[src/rtl/diff_locator_seq.sv]
// diff_locator_seq
//   Finds the 1-based position of the lowest (mode=0) or highest (mode=1)
//   bit where operands a and b differ. The XOR of the operands is scanned
//   one SLICE-bit slice per cycle, and the scan stops at the first nonzero
//   slice. When the operands match, pos=0 and equal=1.
//
//   Handshake: start is sampled only in IDLE, and a, b and mode are latched
//   with it. busy is high while scanning. done pulses for one cycle, and pos
//   and equal are valid during that pulse. pos and equal then hold until the
//   next search resolves. start seen while busy or during done is dropped.
//
// Ports
//   clk, rst        : clock, synchronous active-high reset
//   start, mode     : search request and direction (0 lowest, 1 highest)
//   a, b            : operands (WIDTH bits)
//   busy, done      : scan in progress / one-cycle result strobe
//   pos, equal      : result position (POS_W bits) and equality flag
module diff_locator_seq #(
   parameter int WIDTH = 64,
   parameter int SLICE = 16,
   parameter int POS_W = $clog2(WIDTH + 1)
) (
   input  logic             clk,
   input  logic             rst,
   input  logic             start,
   input  logic             mode,
   input  logic [WIDTH-1:0] a,
   input  logic [WIDTH-1:0] b,
   output logic             busy,
   output logic             done,
   output logic [POS_W-1:0] pos,
   output logic             equal
);

   localparam int NS = WIDTH / SLICE;
   localparam int IW = $clog2(SLICE);
   localparam int PW = (NS > 1) ? $clog2(NS) : 1;
   localparam logic [PW-1:0] LAST_UP = PW'(NS - 1);

   typedef enum logic [1:0] {
      IDLE = 2'd0,
      SCAN = 2'd1,
      DONE = 2'd2
   } state_t;

   state_t            state, state_next;
   logic [WIDTH-1:0]  x;
   logic              m;
   logic [PW-1:0]     ptr;

   logic [SLICE-1:0]  s;
   logic [IW-1:0]     lo_idx, hi_idx, idx;
   logic              last;
   logic              load, advance, resolve;
   logic [POS_W-1:0]  hit_pos;

   // Slice currently under the pointer.
   assign s = x[int'(ptr) * SLICE +: SLICE];

   // Find the lowest and highest set bit in the slice. The two loops run in
   // opposite directions so that the last write wins.
   always_comb begin
      lo_idx = '0;
      hi_idx = '0;
      for (int i = SLICE - 1; i >= 0; i--) begin
         if (s[i]) lo_idx = IW'(i);
      end
      for (int i = 0; i < SLICE; i++) begin
         if (s[i]) hi_idx = IW'(i);
      end
   end

   assign idx     = m ? hi_idx : lo_idx;
   // ptr*SLICE + idx is just the concatenation {ptr, idx}.
   assign hit_pos = POS_W'({ptr, idx}) + POS_W'(1);
   assign last    = m ? (ptr == '0) : (ptr == LAST_UP);

   always_comb begin
      state_next = state;
      load       = 1'b0;
      advance    = 1'b0;
      resolve    = 1'b0;
      case (state)
         IDLE: begin
            if (start) begin
               load       = 1'b1;
               state_next = SCAN;
            end
         end
         SCAN: begin
            if ((s != '0) || last) begin
               resolve    = 1'b1;
               state_next = DONE;
            end else begin
               advance    = 1'b1;
            end
         end
         DONE:    state_next = IDLE;
         default: state_next = IDLE;
      endcase
   end

   always_ff @(posedge clk) begin
      if (rst) begin
         state <= IDLE;
         x     <= '0;
         m     <= 1'b0;
         ptr   <= '0;
         pos   <= '0;
         equal <= 1'b0;
      end else begin
         state <= state_next;
         if (load) begin
            x   <= a ^ b;
            m   <= mode;
            ptr <= mode ? LAST_UP : '0;
         end
         if (advance) begin
            ptr <= m ? (ptr - PW'(1)) : (ptr + PW'(1));
         end
         if (resolve) begin
            pos   <= (s != '0) ? hit_pos : '0;
            equal <= (s == '0);
         end
      end
   end

   assign busy = (state == SCAN);
   assign done = (state == DONE);

endmodule

[config.mk]
export PLATFORM = sky130hd
export DESIGN_NAME = diff_locator_seq
export DESIGN_NICKNAME = d
export VERILOG_FILES = /design/src/rtl/diff_locator_seq.sv
export SDC_FILE = /design/constraint.sdc
export NUM_CORES = 1
export LEC_CHECK = 0
export ABC_CLOCK_PERIOD_IN_PS = 3120
export CAP_MARGIN = 20
export CORE_MARGIN = 3
export CORE_UTILIZATION = 46
export CTS_CLUSTER_SIZE = 8
export DETAILED_ROUTE_END_ITERATION = 10
export PLACE_DENSITY = 0.86
export SETUP_SLACK_MARGIN = 0.15
export SLEW_MARGIN = 20
export SYNTH_ARGS = -nofsm -noshare
export SYNTH_HDL_FRONTEND = slang
export SYNTH_SLANG_ARGS = --single-unit
[constraint.sdc]
create_clock -name clk -period 3.12 [get_ports clk]
set_input_delay 0.624 -clock clk [delete_from_list [all_inputs] [get_ports clk]]
set_output_delay 0.624 -clock clk [all_outputs]
set_load 0.01 [all_outputs]
Yosys cells after proc, flatten, opt, wreduce, memory -nomap -nowiden
Index checks and enable logic that the tools add are counted.
W data, S select, Z words.
{ "word_totals": {"inputBits": 132, "ff_bits": 77} }
{ "op_classes": {"shift": 1, "n_addsub": 3, "muxes": 47, "n_reduce_logical": 7, "bitwise_logic": 1, "n_eq_ne": 5} }
{ "op_table": {"columns": ["op", "n"], "rows": [
  ["$mux W4", 31],
  ["$shiftx A64 B7 Y16", 1],
  ["$xor A64 B64 Y64", 1],
  ["$logic_not A16 Y1", 1],
  ["$reduce_bool A16 Y1", 1],
  ["$mux W2", 6],
  ["$mux W1", 8],
  ["$add A6 B1 Y7 const B", 1],
  ["$mux W7", 1],
  ["$eq A2 B2 Y1 const B", 2],
  ["$logic_not A2 Y1", 2],
  ["$pmux W2 S2", 1],
  ["$add A2 B1 Y2 const B", 1],
  ["$eq A2 B1 Y1 const B", 1],
  ["$ne A2 B1 Y1 const B", 1],
  ["$ne A2 B2 Y1 const B", 1],
  ["$reduce_and A2 Y1", 1],
  ["$reduce_bool A2 Y1", 1],
  ["$sub A2 B1 Y2 const B", 1],
  ["$logic_or A1 B1 Y1", 1]
]} }

Longest topological paths before layout
{ "depth": {"ltp_word": 20, "depth_mapped": 14} }

Worst setup path after synthesis
Ideal clock, no wire load.
{ "synth_path": {"path_type": "reg-to-reg", "from": "reg ptr[1]", "to": "reg ptr[1]", "arrival_time_ns": 2.751, "setup_slack_ns": 0.295, "setup_ns": 0.074, "period_less_slack_ns": 2.825, "t_required_ns": 3.046, "path_buffers": 2, "path_stages_with_launch": 11, "cell_sequence": "dfxtp_1 buf_2 buf_1 mux4_1 or4_4 nor4b_4 nand3_2 nor2_4 mux2i_1 nand2_1 a31oi_1"} }
{ "synth_between": {"elab_chain_len": 6} }
{ "synth_rtl": {"columns": ["element", "line", "text"], "rows": [
  ["start, declared", "49", "logic [PW-1:0] ptr;"],
  ["start signal, assigned", "116", "ptr <= mode ? LAST_UP : '0;"],
  ["start signal, assigned", "119", "ptr <= m ? (ptr - PW'(1)) : (ptr + PW'(1));"],
  ["$shiftx A64 B7 Y16 (tied with other cells)", "58", "assign s = x[int'(ptr) * SLICE +: SLICE];"],
  ["$reduce_bool A16 Y1 / $mux W1 (equally long branches)", "91, 76", null],
  ["$logic_or A1 B1 Y1", "91", "if ((s != '0) || last) begin"],
  ["$mux W1", "91", null],
  ["$mux W1", "83", "case (state)"],
  ["$mux W2 / $reduce_bool A2 Y1 (equally long branches)", null, null]
]} }
Parallel ways exist; a longest one is shown, timed or not.
A chain may end at the register's enable or synchronous reset.

Final worst setup path
{ "layout_path": {"from": "reg ptr[0]", "to": "reg pos[5]"} }
{ "layout_between": {"elab_chain_len": 20} }
{ "layout_rtl": {"columns": ["element", "line", "text"], "rows": [
  ["$shiftx A64 B7 Y16", "58", null],
  ["$mux W4 (16 in a row)", "66", "if (s[i]) lo_idx = IW'(i);"],
  ["$mux W4", "73", "assign idx = m ? hi_idx : lo_idx;"],
  ["$add A6 B1 Y7", "75", "assign hit_pos = POS_W'({ptr, idx}) + POS_W'(1);"],
  ["$mux W7", "122", "pos <= (s != '0) ? hit_pos : '0;"],
  ["end signal, assigned", "122", null],
  ["end, declared", "31", "output logic [POS_W-1:0] pos,"]
]} }
Parallel ways exist; a longest one is shown, timed or not.

==> key figures <==
Routing
  • Wire length on met1: 4348 um
  • Drt total wl: 10920 um
  • TritonRoute pass-1 iters: 5
  • Routed via count: 3736
  • Initial DRC Count: 210
  • Drt drc: 0
  • Top sig layer: met4
  • Met3 wire len: 739 um
  • DR WL/cell: 16.27 um
  • Drt via density: 5.568
  • Met2 wire length: 5546 um
  • Routed Antenna Nets: 0

Floorplan
  • Total die area: 9964 um2
  • Top Ports: 142
  • Core area: 8382 um2
  • Die X: 99.82 um
  • Num rows: 33
  • Die Span Y: 99.82 um
  • Initial Util: 0.4831

Clock tree
  • Clock slew at reported path FFs: 90 ps
  • # H-tree levels: 3
  • Worst skew pair latency: 340 ps
  • Clock sinks: 77
  • TritonCTS clock tree: built
  • Longest Clk Path Bufs: 2
  • Root Buffer: clkbuf_8
  • Hold-fix buffers, CTS: 0
  • CTS Buf Count: 9

Worst setup path
  • Reg2reg start: ptr[0]
  • Req. time, crit path: 3410 ps
  • Worst setup path startpoint: ptr[0]
  • CP endpoint kind: register
  • Critical path peak fanout: 6
  • CP Class: register to register
  • Critical path arrival: 3250 ps
  • Worst setup SP type: register

Power and ir drop
  • Worst IR Drop VDD: 0.2522 mV
  • Pwr dens: 475.0 nW/um2
  • P_leak: 2.058 nW

Placed design
  • Dpl hpwl: 8363 um
  • Gp weighted congestion: 0.8174
  • Input/output buffers: 141

STA
  • Final setup viols: 0
  • Worst-margin pin slew: 767.3 ps
  • Slew margin rel.: 0.4884
  • Unrepaired setup endpoints after global routing: yes
  • Final Hold Viols: 0
  • Slew Limit Fails: 0
  • Setup TNS: 0 ps
  • Minimum clock period: 2963 ps
  • Tcrit/Tclk final: 0.9496
  • Fmax: 0.3375 GHz
  • Post-Route Skew: 12.99 ps

Cells and area
  • Diode count: 0
  • Multi-input gate area: 2400 um2
  • Most common library cell in the layout ignoring fill and taps: clkdlybuf4s50_1
  • Most frequent cells in the layout: clkdlybuf4s50_1, nor2_1, dfxtp_1
  • Register area: 1546 um2
  • Filler cells: 636
  • Area delta synth->final: 45.40%
  • Final nets: 694
  • Utilization after layout: 0.7023
  • Layout cell share with drive strength beyond 1: 0.1237

Synthesis
  • Synth Instances: 423
  • Ys async rst share: 0
  • Sequential fraction of the synthesis area: 0.3807
  • Syn Area/Cell: 9.572 um2
  • Ys flop type: dfxtp_1
  • Netlist cell types: 48
  • Post-synth EDFFs: 0
  • Mapped Area: 4049 um2
  • Syn Nets: 556
  • Seq cells post-synth: 77
  • Yosys Warn Count: 0

GRT
  • GRT Overall Usage: 0.2159
  • Largest net degree at the start of global routing: 134
  • First-pass GRT wire length: 17260 um
  • GRT overflow: 0
  • Initial antenna violation count: 0
  • Vias in the first global route: 3694

Job
  • Number of max-cap violations: 0

Run status
  • Status: finished clean

Hold path
  • Worst Hold Class: register to register
  • Min-delay src: pos[6]
-- repair_timing --
action / CTS / global route
resized for setup: 2 / 20
pin swaps: 1 / 7
gates cloned: 0 / 2
buffers inserted: 0 / 3
endpoints found under the setup margin: 2 / 8
-- registers in the layout, indices dropped and copies added (netlist names) --
signal and flops:
ptr 2, m 1, pos 7, state 2, x 64, equal 1
-- worst max-delay path, cell delays in order (launching register included) --
cell and delay, ps:
dfxtp_4 400, buf_12 140, mux4_2 550, or4_4 600
nor4b_4 380, nand3_2 200, a21oi_2 260, a32oi_2 90
o41ai_1 120, a31o_1 170
-- logic make-up (layout without fill, tap and decap cells) --
family / after synthesis / count (layout) / share of synthesized area
muxes: 17 / 17 / 0.09796
adders and majority gates: 1 / 1 / 0.003090
and+or+nand+nor: 122 / 122 / 0.1459
DFF: 77 / 77 / 0.3807
buffers and inverters: 37 / 180 / 0.04110
AOI/OAI and AO/OA: 102 / 102 / 0.1863
xor gates and xnor gates: 67 / 67 / 0.1449
-- routing by layer --
metal	up-vias	track usage
li1	1815	-
met1	1746	0.2791
met2	150	0.3648
met3	25	0.03475
met4	0	0.07878
met5	-	0
-- Yosys cell counts (all sizes together), types with 3 or more instances --
master   n  area (um2)
a211oi  66       495.5
a21oi    7       38.79
a32oi    3       26.28
buf      6       50.04
clkbuf  23       86.33
dfxtp   77        1541
inv      8       30.03
mux4    16       386.6
nand2    9       33.78
nand2b   6       37.54
nand3    5       35.03
nor2    80       307.8
nor2b    3       18.77
nor4     5       31.28
o21ai    7       35.03
or4      3       33.78
xnor2   64       560.5
xor2     3       26.28
-- power breakdown --
| part | switching [mW] | internal [mW] | leakage [nW] |
|---|---|---|---|
| clock network | 0.366 | 0.388 | 0.0943 |
| logic | 0.406 | 0.493 | 1.33 |
| registers | 0.0664 | 1.08 | 0.638 |
| total | 0.838 | 1.96 | 2.06 |
-- path summary, 6_finish.rpt --
path | depth (start not counted) | to | slack (ps)
max | 9 | pos[5] | 160
min | 2 | pos[6] | 450
max reg2reg | 9 | pos[5] | 160
min reg2reg | 2 | pos[6] | 450
-- metrics by stage --
step	area, um2	setup slack, ps	power, mW	instances	hold WS (ps)
5_1_grt	5887	10.20	2.940	671	495.2
2_1_floorplan	4049	294.9	1.644	423	473.5
6_report	5887	157.2	2.796	671	451.6
3_3_place_gp	5555	199.0	1.961	650	440.0
3_5_place_dp	5555	75.40	1.988	650	443.7
4_1_cts	5763	156.4	2.748	666	454.8
-- layout make-up --
type	instances	share of cell area
multi-input combinational	309	0.4077
sequential	77	0.2627
tap	105	0.02232
timing repair buffer	156	0.2682
clock buffer	10	0.02338
clock inverter	6	0.01063
inverter	8	0.005101
Note: power is estimated with default switching activity, not from simulation.
